===== src/rtl/clk_edge_monitor.sv =====
// Divided-clock edge monitor: one-cycle rise/fall strobes, half-period measurement,
// lock acquisition against the nominal divider period, and loss-of-toggle detection.
module clk_edge_monitor #(
    parameter int NBITS    = 3,
    parameter int CNT_W    = 8,
    parameter int LOCK_CNT = 4
) (
    input  logic             i_clk,
    input  logic             i_rst,
    input  logic             i_sclk,
    output logic             o_rise,
    output logic             o_fall,
    output logic [CNT_W-1:0] o_half_period,
    output logic             o_locked,
    output logic             o_err,
    output logic             o_timeout
);

    typedef enum logic [1:0] {
        IDLE   = 2'd0,
        ACQ    = 2'd1,
        LOCKED = 2'd2
    } state_t;

    localparam logic [CNT_W-1:0] MAX     = {CNT_W{1'b1}};
    localparam logic [CNT_W-1:0] NOMINAL = CNT_W'(2 ** NBITS);
    localparam logic [3:0]       LOCK_N  = 4'(LOCK_CNT);

    generate
        if ((64'd1 << NBITS) > ((64'd1 << CNT_W) - 64'd1)) begin : g_bad_nbits
            $error("clk_edge_monitor: 2**NBITS must not exceed 2**CNT_W-1");
        end
        if (LOCK_CNT < 1 || LOCK_CNT > 15) begin : g_bad_lock
            $error("clk_edge_monitor: LOCK_CNT must be in 1..15");
        end
    endgenerate

    state_t           state, next_state;
    logic             sclk_q;
    logic             rise, fall, sclk_edge;
    logic [CNT_W-1:0] cnt, cnt_inc, meas;
    logic             good, at_timeout;
    logic [3:0]       match, match_inc;

    logic [CNT_W-1:0] cnt_d, half_d;
    logic [3:0]       match_d;
    logic             locked_d, err_d, timeout_d;

    assign rise      = i_sclk & ~sclk_q;
    assign fall      = ~i_sclk & sclk_q;
    assign sclk_edge = rise | fall;

    assign cnt_inc    = (cnt == MAX) ? MAX : cnt + 1'b1;
    assign meas       = cnt_inc;
    assign good       = (meas == NOMINAL);
    assign match_inc  = match + 4'd1;
    // Counter is about to saturate with no edge this cycle: toggling has stopped.
    assign at_timeout = !sclk_edge && (cnt == (MAX - 1'b1));
    assign cnt_d      = sclk_edge ? '0 : cnt_inc;

    // NOTE: every variable gets a default at the top of the block so no path
    // leaves it unassigned, which would otherwise infer a latch.
    always_comb begin
        next_state = state;
        unique case (state)
            IDLE: begin
                if (sclk_edge) next_state = ACQ;
            end
            ACQ: begin
                if (sclk_edge) begin
                    if (good && match_inc == LOCK_N) next_state = LOCKED;
                end else if (at_timeout) begin
                    next_state = IDLE;
                end
            end
            LOCKED: begin
                if (sclk_edge) begin
                    if (!good) next_state = ACQ;
                end else if (at_timeout) begin
                    next_state = IDLE;
                end
            end
            default: next_state = IDLE;
        endcase
    end

    always_comb begin
        match_d   = match;
        half_d    = o_half_period;
        err_d     = 1'b0;
        timeout_d = 1'b0;
        locked_d  = (next_state == LOCKED);
        unique case (state)
            IDLE: begin
                if (sclk_edge) match_d = '0;
            end
            ACQ: begin
                if (sclk_edge) begin
                    half_d  = meas;
                    match_d = good ? match_inc : 4'd0;
                end else if (at_timeout) begin
                    timeout_d = 1'b1;
                    match_d   = '0;
                end
            end
            LOCKED: begin
                if (sclk_edge) begin
                    half_d = meas;
                    if (!good) begin
                        err_d   = 1'b1;
                        match_d = '0;
                    end
                end else if (at_timeout) begin
                    timeout_d = 1'b1;
                    match_d   = '0;
                end
            end
            default: match_d = '0;
        endcase
    end

    // NOTE: state registers use non-blocking assignments so every flop samples
    // the pre-edge values regardless of block ordering.
    always_ff @(posedge i_clk or negedge i_rst) begin
        if (!i_rst) state <= IDLE;
        else        state <= next_state;
    end

    always_ff @(posedge i_clk or negedge i_rst) begin
        if (!i_rst) begin
            sclk_q        <= 1'b0;
            cnt           <= '0;
            match         <= '0;
            o_rise        <= 1'b0;
            o_fall        <= 1'b0;
            o_half_period <= '0;
            o_locked      <= 1'b0;
            o_err         <= 1'b0;
            o_timeout     <= 1'b0;
        end else begin
            sclk_q        <= i_sclk;
            cnt           <= cnt_d;
            match         <= match_d;
            o_rise        <= rise;
            o_fall        <= fall;
            o_half_period <= half_d;
            o_locked      <= locked_d;
            o_err         <= err_d;
            o_timeout     <= timeout_d;
        end
    end

endmodule


===== config.mk =====
export PLATFORM = sky130hd
export DESIGN_NAME = clk_edge_monitor
export DESIGN_NICKNAME = d
export VERILOG_FILES = /design/src/rtl/clk_edge_monitor.sv
export SDC_FILE = /design/constraint.sdc
export NUM_CORES = 1
export LEC_CHECK = 0
export CAP_MARGIN = 20
export CORE_MARGIN = 10
export CORE_UTILIZATION = 55
export DETAILED_ROUTE_END_ITERATION = 7
export PLACE_DENSITY = 0.78
export RECOVER_POWER = 100
export SLEW_MARGIN = 40
export SYNTH_ARGS = -nofsm -noshare
export SYNTH_HDL_FRONTEND = slang
export SYNTH_SLANG_ARGS = --single-unit

===== constraint.sdc =====
create_clock -name i_clk -period 2.41 [get_ports i_clk]
set_input_delay 0.482 -clock i_clk [delete_from_list [all_inputs] [get_ports i_clk]]
set_output_delay 0.482 -clock i_clk [all_outputs]
set_load 0.02 [all_outputs]

=== Yosys cells after proc, flatten, opt, wreduce, memory -nomap -nowiden ===
Cells that the tools add are included.

* Output and inout bits: 13
* Input bits: 3
* Register bits after elaboration: 28

* Eq/ne operators: 9
* Mux-type cells: 22
* Add/sub/neg operators: 2
* Reduce and logical (&&, ||, !) cells: 7
* Bitwise operators: 5

{| class="wikitable"
|+ Operators by type and width
! kind !! number
|-
| 4-bit two-way mux || 6
|-
| 8-bit == test, second input constant || 2
|-
| 8-bit two-way mux || 2
|-
| 2-bit two-way mux || 6
|-
| 4-bit one-hot mux with 3 select lines || 1
|-
| 8-bit by 1-bit adder with 8-bit output, second input constant || 1
|-
| 8-bit by 4-bit == test with 1-bit output, second input constant || 1
|-
| 1-bit two-way mux || 6
|-
| 2-bit one-hot mux with 3 select lines || 1
|-
| 4-bit by 1-bit adder with 4-bit output, second input constant || 1
|-
| 2-bit == test, second input constant || 2
|-
| 4-bit by 3-bit == test with 1-bit output, second input constant || 1
|-
| 2-bit AND reduction || 2
|-
| 3-bit inequality test, second input constant || 1
|-
| 1-bit AND || 2
|-
| 2-bit by 1-bit == test with 1-bit output, second input constant || 1
|-
| 1-bit logical AND || 2
|-
| 2-bit logical NOT || 1
|-
| 2-bit inequality test, second input constant || 1
|-
| 1-bit inverter || 2
|-
| 2-bit OR reduction || 1
|-
| 1-bit logical NOT || 1
|-
| 1-bit bitwise OR || 1
|}

=== Depth between registers and ports, before layout ===
Gate-level depths: netlist of run 1.

* Depth in word-level cells: 9
* Mapped depth: 8
* Gate-level depth less buffers: 7

=== Worst setup path before layout of run 1 ===
OpenSTA, ideal clock, no wires.

* Path type: input port to flip-flop
* From: input i_sclk
* To: register match[0]
* Setup slack: 0.499 ns
* Path buffers: 1
* Stages: 8
* Arrival: 1.781 ns
* Cells stage by stage: inv_1 > ha_1 > clkbuf_1 > nand4_1 > nor2_1 > o31ai_1 > a21oi_1 > mux2i_1

* Cells in the longest elaborated chain, start to end: 8
* Elaborated cells on any way between the ends: 13
* Classes of those cells: eq/ne (2); mux (4); bitwise (4); reduce/logical (3)

{| class="wikitable"
|+ Ends and longest elaborated chain
! what !! RTL line !! text
|-
| start, declared || 10 || <nowiki>input logic i_sclk,</nowiki>
|-
| 1-bit inverter || 50 || <nowiki>assign fall = ~i_sclk & sclk_q;</nowiki>
|-
| 1-bit AND || 50 ||
|-
| 1-bit bitwise OR * || 51 || <nowiki>assign sclk_edge = rise | fall;</nowiki>
|-
| 1-bit logical NOT || 58 || <nowiki>assign at_timeout = !sclk_edge && (cnt == (MAX - 1'b1));</nowiki>
|-
| 1-bit logical AND || 58 ||
|-
| 4-bit two-way mux || - ||
|-
| 4-bit two-way mux, on equally long branches || 107, 98 ||
|-
| 4-bit one-hot mux with 3 select lines || 93 || <nowiki>unique case (state)</nowiki>
|-
| end signal, assigned || 143 || <nowiki>match <= match_d;</nowiki>
|-
| end, declared || 43 || <nowiki>logic [3:0] match, match_inc;</nowiki>
|}

Mark *: on every way between the ends. The rest lies on a longest branch, timed or not.
A chain may end at the register's enable or synchronous reset.

=== Worst setup path in the final report of run 1 ===
* From: register cnt[0]
* To: register o_locked

* Cells in the longest elaborated chain, start to end: 8
* Elaborated cells on any way between the ends: 14
* Classes of those cells: add/sub (1); eq/ne (4); mux (7); reduce/logical (2)

{| class="wikitable"
|+ Ends and longest elaborated chain
! what !! RTL line !! text
|-
| start, declared || 41 || <nowiki>logic [CNT_W-1:0] cnt, cnt_inc, meas;</nowiki>
|-
| start signal, assigned || 142 || <nowiki>cnt <= cnt_d;</nowiki>
|-
| 8-bit by 1-bit adder with 8-bit output or 8-bit == test (tied branches) || 53 || <nowiki>assign cnt_inc = (cnt == MAX) ? MAX : cnt + 1'b1;</nowiki>
|-
| 8-bit two-way mux || 53 ||
|-
| 8-bit by 4-bit == test with 1-bit output || 55 || <nowiki>assign good = (meas == NOMINAL);</nowiki>
|-
| 1-bit logical AND || 71 || <nowiki>if (good && match_inc == LOCK_N) next_state = LOCKED;</nowiki>
|-
| 2-bit two-way mux || 71 ||
|-
| 2-bit two-way mux || 70 || <nowiki>if (sclk_edge) begin</nowiki>
|-
| 2-bit one-hot mux with 3 select lines * || 65 || <nowiki>unique case (state)</nowiki>
|-
| 2-bit == test * || 92 || <nowiki>locked_d = (next_state == LOCKED);</nowiki>
|-
| via locked_d || 47 || <nowiki>logic locked_d, err_d, timeout_d;</nowiki>
|-
| end signal, assigned || 147 || <nowiki>o_locked <= locked_d;</nowiki>
|-
| end, declared || 14 || <nowiki>output logic o_locked,</nowiki>
|}

Mark *: on every way through the listed nets, which the timed path passes. The rest lies on a longest branch.

==> impl_metrics.tcl, run 1 <==
set metrics [dict create \
    grt_max_degree 29 \
    cts.repair.resized 0 \
    synthCells 155 \
    fin_nets 190 \
    drive_gt1_share_pct 7.39 \
    dieArea_um2 5210 \
    fmax_mhz 447 \
    drt.antenna.violating_nets 0 \
    fin_skew_ns 0.00555 \
    cts_sinks 28 \
    start_util_pct 58.9 \
    port_buffers 15 \
    wl_met1_mm 1.35 \
    period_needed_ns 2.24 \
    syn_avg_cell_area_um2 9.67 \
    layout_commonest_cell "dfrtp_1" \
    final.setup.tns_ns 0 \
    synth_area_leaders "dfrtp_1 47%, ha_1 8.3%, nand2_1 4.5%, nor2_1 4.0%, a21oi_1 2.7%" \
    ys_types 37 \
    p_int_uw 773 \
    switching_share_pct 34.9 \
    cts_tree "yes" \
    rsz0062_at_grt "no" \
    yosysSeqAreaShare_pct 46.7 \
    remaining_drc_errors 0 \
    outcome "complete, no violations" \
    synth_adder_area_share_pct 8.35 \
    die_w_um 72.2 \
    via_per_inst 5.77 \
    combPwrFrac_pct 33.2 \
    synth_edf_count 0 \
    drtPass1Iterations 4 \
    grt_overflow 0 \
    grtUsageTotal_pct 12.0 \
    netlist_area_um2 1500 \
    vias 1189 \
    timing.hold.ws_ns 0.500 \
    yosys_warnings 0 \
    pwr-share-seq_pct 47.6 \
    dp_cells 202 \
    routed.top_layer "met4" \
    placed_area_um2 1710 \
    vdd_drop_max_mv 0.505 \
    core_um2 2540 \
    yosysTopAreaCellShare_pct 46.7 \
    synth_ff_type "dfrtp_1" \
    synth_fp_nets 168 \
    setup_viol 0 \
    gp_congestion 0.859 \
    synthArstFlopShare_pct 100 \
    met2_length_mm 1.63 \
    clk_path_buf_depth 2 \
    area_delta_synth_final_pct 15.3 \
    postCtsHoldBufs 0 \
    rows 18 \
    final_cell_mix "28 x dfrtp_1, 18 x nand2_1, 16 x nor2_1, 15 x dlygate4sd3_1" \
    cts_buffers 3 \
    clkPwrFrac_pct 19.2 \
    cp.required_ns 2.67 \
    synth_compound_area_share_pct 16.3 \
    relSlewSlack_pct 0.650 \
    place_hpwl_mm 2.46 \
    post-place-ws_ns 0.0310 \
    path_class "register to register" \
    clock_latency_ns 0.33 \
    synthMuxAreaShare_pct 2.75 \
    dieHeight_um 72.2 \
    synth_top_family_by_area "simple AND/OR/NAND/NOR gates" \
    postLayoutCoreUtil_pct 67.9 \
    critical_path.max_fanout 8 \
    drv_slew 0 \
    h-tree-depth 1 \
    end_kind "register" \
    synth_area_leader_cell "dfrtp_1" \
    ys_seq_elements 28 \
    root_buffer "clkbuf_4" \
    wl_met3_um 114 \
    reg2reg_slack_ns 0.17 \
    io_pins 16 \
    min_path_type "register to register" \
    power.leakage_nw 0.783 \
    wire_per_inst_um 15.3 \
    synth-xor-area-share_pct 2.34 \
    stdcell_count 206 \
    finalWirelength_mm 3.16 \
    finalHoldViolations 0 \
    power_density_nw_per_um2 688 \
    grt_pass1_wl_mm 5.09 \
    fin_area_um2 1730 \
    post_cts.repair.setup_buffers 0 \
    power.total_mw 1.19 \
    worst_slack_ns 0.174 \
    fin_crit_sh_pct 92.8 \
    grt_pass1_vias 1150 \
    worst_pin_slew_ns 1.49 \
    antenna_found_initial 0 \
    antenna_cells 0 \
    p_switching_uw 415 \
    drt_iter0_drc 67 \
    maxCapViolCount 0 \
    worstPathArrival_ns 2.50 \
    cp-start-kind "register" \
    synth-simple-area-share_pct 20.0 \
    cts.clk_slew.worst_paths_ns 0.15 \
]
power by group through the flow:
stage	Sequential [mW]	Combinational [mW]	Clock, mW
global placement	0.570	0.406	0
detailed placement	0.574	0.423	0
CTS	0.564	0.425	0.230
finish	0.565	0.395	0.228
floorplan	0.609	0.225	0
global route	0.572	0.426	0.253
Yosys cell counts (3+ instances only):
library cell  instances
a21oi_1               8
a31oi_1               5
and2_1                5
clkbuf_1              3
dfrtp_1              28
ha_1                 10
inv_1                10
mux2i_1               3
nand2_1              18
nand3_1               6
nand4_1               5
nor2_1               16
nor2b_1               4
o21ai_0               6
xnor2_1               3
final timing paths:
| path | from | endpoint | cells past startpoint |
|---|---|---|---|
| min in group asynchronous | i_rst | cnt[0] | 2 |
| hold reg to reg | o_half_period[7] | o_half_period[7] | 2 |
| max in group asynchronous | i_rst | o_half_period[6] | 2 |
| hold / removal | o_half_period[7] | o_half_period[7] | 2 |
| setup / recovery | cnt[0] | o_locked | 6 |
| setup reg to reg | cnt[0] | o_locked | 6 |
worst max-delay path, stage by stage, from the launching register on:
cell	delay, ns
dfrtp_1	0.50
ha_1	0.28
xnor2_1	0.28
nand4_1	0.25
a2111oi_4	0.45
a31o_2	0.25
a2bb2oi_1	0.15
per-layer routing:
| layer | up-vias | global-route usage, % |
|---|---|---|
| met5 | - | 0 |
| met4 | 0 | 4.52 |
| met3 | 11 | 3.40 |
| met2 | 17 | 21.6 |
| met1 | 575 | 12.8 |
| li1 | 586 | - |
state kept, by name (all words and copies together) (netlist names):
signal,cells
cnt,8
match,4
o_err,1
o_fall,1
o_half_period,8
o_locked,1
o_rise,1
o_timeout,1
sclk_q,1
state,2
kinds of logic (layout without fill, tap and decap cells):
kind of cell	count (synthesis)	count (layout)
adder cells (fa/ha/maj)	10	10
multiplexers	4	4
AND/OR/NAND/NOR	62	62
AO/OA/AOI/OAI	33	33
flip-flops	28	28
XOR/XNOR	4	4
buffers and inverters	14	35
final cells by class:
| type | instances | area (um^2) |
|---|---|---|
| clock buffer | 4 | 36.3 |
| fill | 193 | 817 |
| inverter | 11 | 41.3 |
| multi-input combinational | 113 | 739 |
| sequential | 28 | 701 |
| tap | 30 | 37.5 |
| timing repair buffer | 20 | 173 |
(Power assumes the default switching activity.)
==> run 2, diff against run 1 <==
Settings changed: GPL_TIMING_DRIVEN set to 1.
==> results of run 2 <==
No change in the layout: final DEF, timing and power equal those of run 1.
